==> src/rtl/lc3_ctrl_pkg.sv <==
// rtl/lc3_ctrl_pkg.sv - LC-3 sequencer states, opcodes, mux select codes and control word
// Shared by the sequencer and the datapath mux decoders.
package lc3_ctrl_pkg;

  typedef enum logic [4:0] {
    S_HALT,
    S_FETCH1,
    S_FETCH2,
    S_FETCH3,
    S_DECODE,
    S_ADD,
    S_AND,
    S_NOT,
    S_BR0,
    S_BR1,
    S_JMP,
    S_JSR0,
    S_JSR1,
    S_LEA,
    S_LD0,
    S_LDR0,
    S_LD1,
    S_LD2,
    S_ST0,
    S_STR0,
    S_ST1,
    S_ST2
  } state_t;

  localparam logic [3:0] OP_BR  = 4'b0000;
  localparam logic [3:0] OP_ADD = 4'b0001;
  localparam logic [3:0] OP_LD  = 4'b0010;
  localparam logic [3:0] OP_ST  = 4'b0011;
  localparam logic [3:0] OP_JSR = 4'b0100;
  localparam logic [3:0] OP_AND = 4'b0101;
  localparam logic [3:0] OP_LDR = 4'b0110;
  localparam logic [3:0] OP_STR = 4'b0111;
  localparam logic [3:0] OP_NOT = 4'b1001;
  localparam logic [3:0] OP_JMP = 4'b1100;
  localparam logic [3:0] OP_LEA = 4'b1110;

  localparam logic [1:0] ADDR2_OFF11 = 2'b00;
  localparam logic [1:0] ADDR2_OFF9  = 2'b01;
  localparam logic [1:0] ADDR2_OFF6  = 2'b10;
  localparam logic [1:0] ADDR2_ZERO  = 2'b11;

  localparam logic [1:0] PCMUX_INC   = 2'b00;
  localparam logic [1:0] PCMUX_BUS   = 2'b01;
  localparam logic [1:0] PCMUX_ADDER = 2'b10;

  localparam logic [1:0] ALUK_ADD   = 2'b00;
  localparam logic [1:0] ALUK_AND   = 2'b01;
  localparam logic [1:0] ALUK_NOT   = 2'b10;
  localparam logic [1:0] ALUK_PASSA = 2'b11;

  typedef struct packed {
    logic       mem_req;
    logic       mem_we;
    logic       ld_mar;
    logic       ld_mdr;
    logic       ld_ir;
    logic       ld_pc;
    logic       ld_reg;
    logic       ld_cc;
    logic       gate_pc;
    logic       gate_mdr;
    logic       gate_alu;
    logic       gate_marmux;
    logic       addr1mux;
    logic [1:0] addr2mux;
    logic [1:0] pcmux;
    logic       drmux;
    logic       sr1mux;
    logic       mdrmux;
    logic [1:0] aluk;
  } ctrl_t;

  // Unknown opcodes execute as a NOP, so they resume wherever an instruction end would go.
  function automatic state_t dispatch(input logic [3:0] op, input state_t nop_next);
    case (op)
      OP_ADD:  return S_ADD;
      OP_AND:  return S_AND;
      OP_NOT:  return S_NOT;
      OP_BR:   return S_BR0;
      OP_JMP:  return S_JMP;
      OP_JSR:  return S_JSR0;
      OP_LEA:  return S_LEA;
      OP_LD:   return S_LD0;
      OP_LDR:  return S_LDR0;
      OP_ST:   return S_ST0;
      OP_STR:  return S_STR0;
      default: return nop_next;
    endcase
  endfunction

endpackage

==> src/rtl/lc3_isdu_decode.sv <==
// rtl/lc3_isdu_decode.sv - state to datapath control word decode
// Pure Moore decode except LD_MDR in read states, which follows mem_ready.
module lc3_isdu_decode
  import lc3_ctrl_pkg::*;
(
  input  state_t state_i,
  input  logic   mem_ready_i,
  output ctrl_t  ctrl_o
);

  always_comb begin
    ctrl_o = '0;
    case (state_i)
      S_FETCH1: begin
        ctrl_o.gate_pc = 1'b1;
        ctrl_o.ld_mar  = 1'b1;
        ctrl_o.ld_pc   = 1'b1;
        ctrl_o.pcmux   = PCMUX_INC;
      end
      S_FETCH2, S_LD1: begin
        ctrl_o.mem_req = 1'b1;
        ctrl_o.mdrmux  = 1'b1;
        ctrl_o.ld_mdr  = mem_ready_i;
      end
      S_FETCH3: begin
        ctrl_o.gate_mdr = 1'b1;
        ctrl_o.ld_ir    = 1'b1;
      end
      S_ADD: begin
        ctrl_o.gate_alu = 1'b1;
        ctrl_o.ld_reg   = 1'b1;
        ctrl_o.ld_cc    = 1'b1;
        ctrl_o.aluk     = ALUK_ADD;
      end
      S_AND: begin
        ctrl_o.gate_alu = 1'b1;
        ctrl_o.ld_reg   = 1'b1;
        ctrl_o.ld_cc    = 1'b1;
        ctrl_o.aluk     = ALUK_AND;
      end
      S_NOT: begin
        ctrl_o.gate_alu = 1'b1;
        ctrl_o.ld_reg   = 1'b1;
        ctrl_o.ld_cc    = 1'b1;
        ctrl_o.aluk     = ALUK_NOT;
      end
      S_BR1: begin
        ctrl_o.addr1mux = 1'b0;
        ctrl_o.addr2mux = ADDR2_OFF9;
        ctrl_o.pcmux    = PCMUX_ADDER;
        ctrl_o.ld_pc    = 1'b1;
      end
      S_JMP: begin
        ctrl_o.addr1mux = 1'b1;
        ctrl_o.addr2mux = ADDR2_ZERO;
        ctrl_o.pcmux    = PCMUX_ADDER;
        ctrl_o.ld_pc    = 1'b1;
      end
      S_JSR0: begin
        ctrl_o.gate_pc = 1'b1;
        ctrl_o.drmux   = 1'b1;
        ctrl_o.ld_reg  = 1'b1;
      end
      S_JSR1: begin
        ctrl_o.addr1mux = 1'b0;
        ctrl_o.addr2mux = ADDR2_OFF11;
        ctrl_o.pcmux    = PCMUX_ADDER;
        ctrl_o.ld_pc    = 1'b1;
      end
      S_LEA: begin
        ctrl_o.addr2mux    = ADDR2_OFF9;
        ctrl_o.gate_marmux = 1'b1;
        ctrl_o.ld_reg      = 1'b1;
        ctrl_o.ld_cc       = 1'b1;
      end
      S_LD0, S_ST0: begin
        ctrl_o.addr2mux    = ADDR2_OFF9;
        ctrl_o.gate_marmux = 1'b1;
        ctrl_o.ld_mar      = 1'b1;
      end
      S_LDR0, S_STR0: begin
        ctrl_o.addr1mux    = 1'b1;
        ctrl_o.addr2mux    = ADDR2_OFF6;
        ctrl_o.gate_marmux = 1'b1;
        ctrl_o.ld_mar      = 1'b1;
      end
      S_LD2: begin
        ctrl_o.gate_mdr = 1'b1;
        ctrl_o.ld_reg   = 1'b1;
        ctrl_o.ld_cc    = 1'b1;
      end
      // Store data reaches MDR through the ALU passing SR (IR[11:9]) onto the bus.
      S_ST1: begin
        ctrl_o.sr1mux   = 1'b1;
        ctrl_o.aluk     = ALUK_PASSA;
        ctrl_o.gate_alu = 1'b1;
        ctrl_o.ld_mdr   = 1'b1;
        ctrl_o.mdrmux   = 1'b0;
      end
      S_ST2: begin
        ctrl_o.mem_req = 1'b1;
        ctrl_o.mem_we  = 1'b1;
      end
      default: ;
    endcase
  end

endmodule

==> src/rtl/lc3_isdu_seq.sv <==
// rtl/lc3_isdu_seq.sv - LC-3 fetch/decode/execute sequencer with SRAM handshake
// Holds the state register and next-state logic; outputs come from lc3_isdu_decode.
module lc3_isdu_seq
  import lc3_ctrl_pkg::*;
(
  input  logic       Clk,
  input  logic       Reset,
  input  logic       Run,
  input  logic [3:0] Opcode,
  input  logic       IR_5,
  input  logic       BEN,
  input  logic       mem_ready,
  output logic       mem_req,
  output logic       mem_we,
  output logic       LD_MAR,
  output logic       LD_MDR,
  output logic       LD_IR,
  output logic       LD_PC,
  output logic       LD_REG,
  output logic       LD_CC,
  output logic       GatePC,
  output logic       GateMDR,
  output logic       GateALU,
  output logic       GateMARMUX,
  output logic       ADDR1MUX,
  output logic [1:0] ADDR2MUX,
  output logic [1:0] PCMUX,
  output logic       DRMUX,
  output logic       SR1MUX,
  output logic       MDRMUX,
  output logic [1:0] ALUK
);

  state_t state_q, state_d;
  state_t end_state;
  ctrl_t  ctrl;

  // IR_5 steers SR2MUX in the datapath directly; the sequencer never branches on it.
  logic unused_ir5;
  assign unused_ir5 = IR_5;

  always_comb begin
    end_state = Run ? S_FETCH1 : S_HALT;
    state_d   = state_q;
    case (state_q)
      S_HALT:   state_d = Run ? S_FETCH1 : S_HALT;
      S_FETCH1: state_d = S_FETCH2;
      S_FETCH2: state_d = mem_ready ? S_FETCH3 : S_FETCH2;
      S_FETCH3: state_d = S_DECODE;
      S_DECODE: state_d = dispatch(Opcode, end_state);
      S_BR0:    state_d = BEN ? S_BR1 : end_state;
      S_JSR0:   state_d = S_JSR1;
      S_LD0,
      S_LDR0:   state_d = S_LD1;
      S_LD1:    state_d = mem_ready ? S_LD2 : S_LD1;
      S_ST0,
      S_STR0:   state_d = S_ST1;
      S_ST1:    state_d = S_ST2;
      S_ST2:    state_d = mem_ready ? end_state : S_ST2;
      S_ADD, S_AND, S_NOT, S_BR1, S_JMP, S_JSR1, S_LEA, S_LD2:
                state_d = end_state;
      default:  state_d = S_HALT;
    endcase
  end

  always_ff @(posedge Clk) begin
    if (Reset) begin
      state_q <= S_HALT;
    end else begin
      state_q <= state_d;
    end
  end

  lc3_isdu_decode u_decode (
    .state_i     (state_q),
    .mem_ready_i (mem_ready),
    .ctrl_o      (ctrl)
  );

  assign mem_req    = ctrl.mem_req;
  assign mem_we     = ctrl.mem_we;
  assign LD_MAR     = ctrl.ld_mar;
  assign LD_MDR     = ctrl.ld_mdr;
  assign LD_IR      = ctrl.ld_ir;
  assign LD_PC      = ctrl.ld_pc;
  assign LD_REG     = ctrl.ld_reg;
  assign LD_CC      = ctrl.ld_cc;
  assign GatePC     = ctrl.gate_pc;
  assign GateMDR    = ctrl.gate_mdr;
  assign GateALU    = ctrl.gate_alu;
  assign GateMARMUX = ctrl.gate_marmux;
  assign ADDR1MUX   = ctrl.addr1mux;
  assign ADDR2MUX   = ctrl.addr2mux;
  assign PCMUX      = ctrl.pcmux;
  assign DRMUX      = ctrl.drmux;
  assign SR1MUX     = ctrl.sr1mux;
  assign MDRMUX     = ctrl.mdrmux;
  assign ALUK       = ctrl.aluk;

endmodule

==> config.mk <==
export PLATFORM = sky130hd
export DESIGN_NAME = lc3_isdu_seq
export DESIGN_NICKNAME = d
export VERILOG_FILES = /design/src/rtl/lc3_ctrl_pkg.sv /design/src/rtl/lc3_isdu_decode.sv /design/src/rtl/lc3_isdu_seq.sv
export SDC_FILE = /design/constraint.sdc
export NUM_CORES = 1
export LEC_CHECK = 0
export BUFFER_PORTS_ARGS = -buffer_cell sky130_fd_sc_hd__buf_2
export CAP_MARGIN = 20
export CORE_MARGIN = 4
export CORE_UTILIZATION = 45
export CTS_CLUSTER_DIAMETER = 60
export DETAILED_ROUTE_END_ITERATION = 10
export GPL_ROUTABILITY_DRIVEN = 0
export PLACE_DENSITY = 0.76
export SKIP_LAST_GASP = 1
export SLEW_MARGIN = 30
export SYNTH_ARGS = -nofsm -noshare
export SYNTH_HDL_FRONTEND = slang
export SYNTH_SLANG_ARGS = --single-unit
export TNS_END_PERCENT = 50
==> constraint.sdc <==
create_clock -name Clk -period 1.75 [get_ports Clk]
set_input_delay 0.0875 -clock Clk [delete_from_list [all_inputs] [get_ports Clk]]
set_output_delay 0.0875 -clock Clk [all_outputs]
set_load 0.01 [all_outputs]
==> impl_metrics.yaml, run 1 <==
routing:
  drt_iter0_drc: 38
  firstDrtPassIters: 4
  vias: 963
  wl_per_cell_um: 13.2
  wl_um: 2200
  ant_nets: 0
  drc: 0
  viasPerCell: 5.80
critical_path:
  worstPathCellList: "nor2b_2 -> buf_4 -> o21ai_1 -> o22ai_1 -> or2_2 -> buf_2"
  critical_path_required_ns: 1.66
  cpMaxStageDelayCell: "dfxtp_2"
  worstSetupStartpointType: "flip-flop"
  critPathCaptureType: "primary output"
  critical_path_class: "reg -> out"
  cp_max_fo: 11
  cp.arrival_ns: 1.59
  critPathMaxStageDelay_ns: 0.38
  r2r_slack_ns: 0.27
synthesis:
  seq_area_frac_synth_pct: 12.7
  yosysMostFrequentCell: "nor2_1"
  syn_avg_cell_area_um2: 6.43
  synthTopCellsByCount: "nor2_1, a21oi_1, o21ai_0, nand2_1"
  yosys.area.top_type: "dfxtp_1"
  async_flop_share_pct: 0
  synth.top_cells.by_area: "dfxtp_1, nor2_1, a21oi_1"
  ys.flop_type: "dfxtp_1"
  synth_cells: 123
  synth_edf_count: 0
  yosys_warnings: 0
  synth_top_area_share_pct: 12.7
  syn_area_um2: 791
  synthesis.nets: 133
  ys_ff_latch: 5
  synth_cell_type_count: 40
power:
  p_per_area_nw_per_um2: 461
  irDropWorstVdd_uv: 446
  p_leak_nw: 0.471
global_routing:
  antenna_found_initial: 0
  grt.overflow.total: 0
  grt_util_all_layers_pct: 17.6
  grt_pass1_wl_um: 3510
  grt_max_degree: 17
  grt_pass1_vias: 845
final_layout:
  largest_register_ffs: 5
  drive_gt1_share_pct: 34.0
  utilization_pct: 61.9
  fill_cells: 163
  antenna_cells: 0
  top_regs: "state_q x5"
  fin_nets: 161
  fin_cells: 166
  largest-register: "state_q"
  multi_input_comb_area_um2: 598
  layout.area.seq_um2: 111
  areaGrowthSynthToFinish_pct: 23.4
sta:
  slew_violations: 0
  setup_ws_ns: 0.0695
  rsz0062_at_grt: "true"
  min_period_ns: 1.68
  clock_skew_ns: 0.000931
  fmax_ghz: 0.595
  hold_violations: 0
  fin_hold_ws_ns: 0.0176
  period_share_pct: 96.0
  finalSetupViolCount: 0
die:
  ios: 32
  fp.dieH_um: 49.9
  initial_core_util_pct: 50.2
  fp-row-count: 14
  core_area_um2: 1580
  die_area_um2: 2490
  die_w_um: 49.9
job:
  max_cap_viol_count: 0
cts:
  numClockSinks: 5
  post_cts_buffers: 0
  clockBufferDepth: 2
  cts_made_buffers: 3
  clock_latency_ns: 0.24
  clk_pin_slew_worst_paths_ns: 0.04
  cts_tree: "yes"
  htree_levels: 1
  cts_hold_buf: 0
  cts-root-buf: "clkbuf_4"
placed_design:
  place_hpwl_um: 1700
  dp_slack_ns: 0.0881
  placed_cells: 162
  io_buffers: 29
hold_path:
  min_path_type: "in -> reg"
outcome:
  status: "finished, final reports clean"
layout make-up:
class | instances | area share, %
clock buffer | 4 | 2.69
inverter | 4 | 1.54
multi-input combinational | 100 | 61.3
sequential | 5 | 11.4
tap | 16 | 2.05
timing repair buffer | 37 | 21.0
critical path: cells and delay by family, from the launching register on:
family,cells,cell delay (ns)
simple gates,2,0.45
flops,1,0.38
buf+inv,2,0.29
compound gates,2,0.22
cells by family after synthesis:
group	synth area share [%]
mux	1.27
buf+inv	12.0
xor+xnor	3.32
compound gates	32.3
flops	12.7
other cells	0.474
simple gates	38.0
where the power goes:
group / leakage (nW) / internal, W / total, W / switching (W)
Sequential: 0.0435 / 0.000121 / 0.000142 / 0.0000210
Combinational: 0.412 / 0.0000804 / 0.000180 / 0.0000994
Clock: 0.0150 / 0.0000859 / 0.000129 / 0.0000426
Total: 0.471 / 0.000287 / 0.000450 / 0.000163
placed cells by master (no fill, tap or decap), types with 2 or more instances in the layout:
master,n
buf_2,29
nor2_1,16
a21oi_1,11
buf_4,8
nand2_1,7
o21ai_0,7
nand2b_1,5
nor3_1,5
inv_1,4
nor2b_1,4
o22ai_1,4
o21a_1,4
o32ai_1,3
and2_1,3
a21o_1,3
clkbuf_4,3
dfxtp_2,3
or2_2,2
nand3_1,2
xor2_1,2
a211oi_1,2
nor4_1,2
dfxtp_4,2
through the flow:
| step | instance area (µm²) | TNS (ns) | total power (W) |
|---|---|---|---|
| detailed placement | 936 | 0 | 0.000318 |
| finish | 976 | 0 | 0.000450 |
| global placement | 936 | 0 | 0.000315 |
| global route | 976 | -0.0623 | 0.000495 |
| CTS | 966 | 0 | 0.000454 |
| floorplan | 791 | 0 | 0.000268 |
final timing paths:
path / to / cells after the start / startpoint
setup / recovery: LD_REG / 6 / state_q[0]
hold / removal: state_q[1] / 2 / Reset
setup reg to reg: state_q[3] / 5 / state_q[0]
hold reg to reg: state_q[1] / 1 / state_q[3]
routing by layer:
| layer | vias up | GRT usage, % | share of wire (%) |
|---|---|---|---|
| met1 | 422 | 22.2 | 42 |
| li1 | 485 | - | - |
| met3 | 2 | 3.31 | 8.8 |
| met5 | - | 0 | 0 |
| met2 | 54 | 28.0 | 48 |
| met4 | 0 | 9.22 | 0.73 |
what timing repair did:
item,4_1_cts,5_1_grt
pin swaps,1,0
resized for setup,3,6
setup endpoints to repair,4,8
No activity file was read; power rests on OpenSTA's default activity.
==> inputs of run 2 (changes only) <==
--- a/config.mk
+++ b/config.mk
@@ -13,7 +13,6 @@
 export DETAILED_ROUTE_END_ITERATION = 10
 export GPL_ROUTABILITY_DRIVEN = 0
 export PLACE_DENSITY = 0.76
-export SKIP_LAST_GASP = 1
 export SLEW_MARGIN = 30
 export SYNTH_ARGS = -nofsm -noshare
 export SYNTH_HDL_FRONTEND = slang
==> constraint.sdc (replaced) <==
create_clock -name Clk -period 1.75 [get_ports Clk]
set_input_delay 0.2625 -clock Clk [delete_from_list [all_inputs] [get_ports Clk]]
set_output_delay 0.2625 -clock Clk [all_outputs]
set_load 0.01 [all_outputs]
==> run 2 against run 1 <==
Compared with the run above: clock power is essentially flat; power grew 7.2%; cell count grew 4.8%; combinational power grew 22%; core utilization grew 7.9 points; wire length grew 9.9%; global-route usage grew 1.4 points; highest routed layer is now met3.
==> impl_metrics.yaml, run 2 (same netlist as run 1, synthesis figures left out) <==
outcome:
  status: "finished, final reports clean"
global_routing:
  grt.overflow.total: 0
  grt_pass1_vias: 904
  grt_util_all_layers_pct: 19.0
  grt_max_degree: 14
  grt_pass1_wl_um: 3840
  antenna_found_initial: 0
die:
  initial_core_util_pct: 50.2
  die_area_um2: 2490
  ios: 32
  die_w_um: 49.9
  fp.dieH_um: 49.9
  core_area_um2: 1580
  fp-row-count: 14
sta:
  hold_violations: 0
  finalSetupViolCount: 0
  min_period_ns: 1.71
  rsz0062_at_grt: "true"
  clock_skew_ns: 0.00355
  slew_violations: 0
  finalSetupTns_ns: 0
  period_share_pct: 97.7
  fmax_ghz: 0.585
critical_path:
  cp_max_fo: 6
  critical_path_required_ns: 1.49
  path_buf_inv: 1
  critical_path_class: "reg -> out"
  rr_worst_depth: 6
  cp_top_family: "simple AND/OR/NAND/NOR gates"
  critPathCaptureType: "primary output"
  r2r_slack_ns: 0.19
  worstPathCellList: "nand2b_4 -> or2_4 -> nor3b_4 -> or2_4 -> buf_6"
  worstSetupStartpointType: "flip-flop"
  critPathMaxStageDelay_ns: 0.36
  cpMaxStageDelayCell: "dfxtp_4"
  cp.arrival_ns: 1.45
  crit_top_cell: "or2_4"
  rr_startpoint: "state_q[1]"
  r2r_end: "state_q[0]"
routing:
  drt_iter0_drc: 43
  viasPerCell: 5.98
  vias: 1041
  ant_nets: 0
  firstDrtPassIters: 4
  wl_um: 2410
  wl_per_cell_um: 13.9
  drc: 0
power:
  irDropWorstVdd_uv: 467
  p_per_area_nw_per_um2: 438
  p_leak_nw: 0.518
  p_total_w: 0.000482
hold_path:
  min_path_type: "in -> reg"
  whs_path_depth: 2
  hold_end: "state_q[1]"
  min_from: "Reset"
final_layout:
  largest_register_ffs: 5
  fin_nets: 169
  postLayoutCellArea_um2: 1100
  top_regs: "state_q x5"
  utilization_pct: 69.8
  areaGrowthSynthToFinish_pct: 39.2
  drive_gt1_share_pct: 41.1
  largest-register: "state_q"
  final_common_cell: "buf_2"
  multi_input_comb_area_um2: 629
  antenna_cells: 0
  layout_common_cells: "buf_2, nor2_1, buf_4, a21oi_1"
  fill_cells: 144
  layout.area.seq_um2: 119
cts:
  cts_made_buffers: 3
  htree_levels: 1
  clockBufferDepth: 2
  cts_tree: "yes"
  clk_pin_slew_worst_paths_ns: 0.04
  clock_latency_ns: 0.23
  numClockSinks: 5
  cts_hold_buf: 0
  cts-root-buf: "clkbuf_4"
job:
  max_cap_viol_count: 0
placed_design:
  dpl_cell_area_um2: 958
  place_hpwl_um: 1820
  io_buffers: 29
==> run 2: worst max-delay path by stage <==
stage                           from  endpoint  slack [ns]  cells past startpoint
after floorplan           state_q[3]   mem_req        0.12                      5
after global placement    state_q[1]    LD_REG        0.09                      5
after detailed placement  state_q[1]    LD_REG        0.05                      5
after CTS                 state_q[4]    LD_REG       0.004                      5
after global routing      state_q[4]    LD_MDR       -0.05                      5
final                     state_q[4]    LD_REG        0.04                      5
==> run 2: area by class of cell <==
type	instances	area share (%)
flip-flops and latches	5	10.8
repair buffers	45	26.2
multi-input cells	100	57.2
clock buffers	4	2.39
inverters	4	1.59
well taps	16	1.82
==> run 2: repair_timing <==
action                                 in CTS  in global routing
setup endpoints to repair                  11                  8
resized for setup                          11                 19
pin swaps                                   2                  5
setup buffers                               1                  4
endpoints found under the hold margin       0                  0
==> run 2: routing by layer <==
metal  vias to the layer above  GRT usage (%)  routed length [µm]
met5                         -              0                   0
met4                         0           6.91                   0
met3                         0           1.81                 211
met2                        60           31.5                1230
met1                       478           25.2                 975
li1                        503              -                   -
==> run 2: worst register-to-register path, stage by stage (launching register included) <==
cell	delay, ns
dfxtp_4	0.38
buf_4	0.18
xor2_1	0.17
or3_1	0.32
a21oi_1	0.15
o22ai_1	0.10
a31oi_1	0.18
==> run 2: power by group <==
group / switching [W] / internal [W] / total, W
combinational: 0.000117 / 0.000102 / 0.000219
sequential: 0.0000193 / 0.000118 / 0.000137
clock: 0.0000403 / 0.0000858 / 0.000126
==> run 2: per-stage QoR <==
stage / instances / setup WS, ns / hold WS [ns]
finish: 174 / 0.0398 / 0.198
floorplan: 123 / 0.119 / 0.339
CTS: 170 / 0.00421 / 0.193
global route: 174 / -0.0505 / 0.192
detailed placement: 165 / 0.0463 / 0.449
global placement: 165 / 0.0888 / 0.447
==> inputs of run 3 (changes only) <==
--- a/config.mk
+++ b/config.mk
@@ -12,6 +12,7 @@
 export CTS_CLUSTER_DIAMETER = 60
 export DETAILED_ROUTE_END_ITERATION = 10
 export GPL_ROUTABILITY_DRIVEN = 0
+export MAX_ROUTING_LAYER = met4
 export PLACE_DENSITY = 0.76
 export SLEW_MARGIN = 30
 export SYNTH_ARGS = -nofsm -noshare
==> run 3 against run 2 <==
Compared with the run above: fmax about the same; critical path depth unchanged; sequential power about the same; clock power about the same; non-clock buffer count unchanged; via count increased by 0.48%; largest power group unchanged.
==> impl_metrics.yaml, run 3 (same netlist as run 1, synthesis figures left out) <==
final_layout:
  layout_common_cells: "buf_2, nor2_1, buf_4, a21oi_1"
  fin_nets: 169
  fill_cells: 144
  antenna_cells: 0
  largest-register: "state_q"
  layout.area.seq_um2: 119
  multi_input_comb_area_um2: 637
  drive_gt1_share_pct: 41.8
  largest_register_ffs: 5
  areaGrowthSynthToFinish_pct: 40.2
  postLayoutCellArea_um2: 1110
  utilization_pct: 70.3
  final_common_cell: "buf_2"
  top_regs: "state_q x5"
global_routing:
  grt_pass1_vias: 901
  grt_max_degree: 14
  grt_pass1_wl_um: 3830
  grt.overflow.total: 0
  antenna_found_initial: 0
  grt_util_all_layers_pct: 19.5
cts:
  numClockSinks: 5
  clockBufferDepth: 2
  htree_levels: 1
  cts_made_buffers: 3
  clk_pin_slew_worst_paths_ns: 0.04
  cts_hold_buf: 0
  clock_latency_ns: 0.23
  cts-root-buf: "clkbuf_4"
  cts_tree: "yes"
routing:
  vias: 1046
  ant_nets: 0
  firstDrtPassIters: 4
  drt_iter0_drc: 30
  viasPerCell: 6.01
  wl_per_cell_um: 14.0
  wl_um: 2440
  drc: 0
critical_path:
  cpMaxStageDelayCell: "dfxtp_4"
  path_buf_inv: 1
  worstPathCellList: "nand2b_4 -> or2_4 -> nor3b_4 -> or2_4 -> buf_6"
  cp.arrival_ns: 1.45
  cp_max_fo: 6
  critPathMaxStageDelay_ns: 0.36
  worstSetupStartpointType: "flip-flop"
  critical_path_required_ns: 1.49
  crit_top_cell: "or2_4"
  critical_path_class: "reg -> out"
  critPathCaptureType: "primary output"
  cp_top_family: "simple AND/OR/NAND/NOR gates"
sta:
  finalSetupTns_ns: 0
  slew_violations: 0
  period_share_pct: 97.8
  fmax_ghz: 0.584
  finalSetupViolCount: 0
  rsz0062_at_grt: "true"
  hold_violations: 0
  min_period_ns: 1.71
  clock_skew_ns: 0.00355
die:
  die_w_um: 49.9
  die_area_um2: 2490
  fp-row-count: 14
  ios: 32
  initial_core_util_pct: 50.2
  fp.dieH_um: 49.9
  core_area_um2: 1580
outcome:
  status: "finished, final reports clean"
placed_design:
  place_hpwl_um: 1820
  dpl_cell_area_um2: 958
  io_buffers: 29
power:
  p_per_area_nw_per_um2: 437
  p_total_w: 0.000485
  p_leak_nw: 0.520
  irDropWorstVdd_uv: 468
hold_path:
  min_path_type: "in -> reg"
job:
  max_cap_viol_count: 0
## run 3: cell count changes in the layout (fill, tap and decap cells not counted)
cell     before  now
o32ai_2       0    1
o32ai_1       3    2
## run 3: layout make-up
cell class	count	area share (%)
inverter	4	1.58
sequential	5	10.7
clock buffer	4	2.37
timing repair buffer	45	26.1
tap	16	1.81
multi-input combinational	100	57.4
## run 3: final timing paths
| path | start | endpoint | slack (ns) | depth (start not counted) |
|---|---|---|---|---|
| worst max-delay path | state_q[4] | LD_REG | 0.04 | 5 |
| worst min-delay path | Reset | state_q[1] | 0.20 | 2 |
| worst max register to register | state_q[1] | state_q[0] | 0.19 | 6 |
| worst min register to register | state_q[3] | state_q[1] | 0.52 | 1 |
## run 3: metrics by stage
stage | hold WS, ns | std cells | worst slack, ns
floorplan | 0.339 | 123 | 0.119
global placement | 0.447 | 165 | 0.0888
detailed placement | 0.449 | 165 | 0.0463
CTS | 0.193 | 170 | 0.00421
global route | 0.192 | 174 | -0.0534
finish | 0.198 | 174 | 0.0382
## run 3: report_power, final
| group | internal (W) | leakage [nW] | switching (W) |
|---|---|---|---|
| Sequential | 0.000118 | 0.0444 | 0.0000198 |
| Combinational | 0.000103 | 0.461 | 0.000118 |
| Clock | 0.0000858 | 0.0150 | 0.0000403 |
## run 3: routing by layer
layer,part of all wire [%],up-vias,track usage (%)
met5,0,-,-
met4,1.6,0,6.91
met3,9.9,4,1.81
met2,49,62,31.7
met1,39,472,25.0
li1,-,508,-
## run 3: repair_timing
item,4_1_cts,5_1_grt
gates resized for setup,11,20
endpoints found under the setup margin,11,8
buffers inserted,1,4
pin swaps,2,5
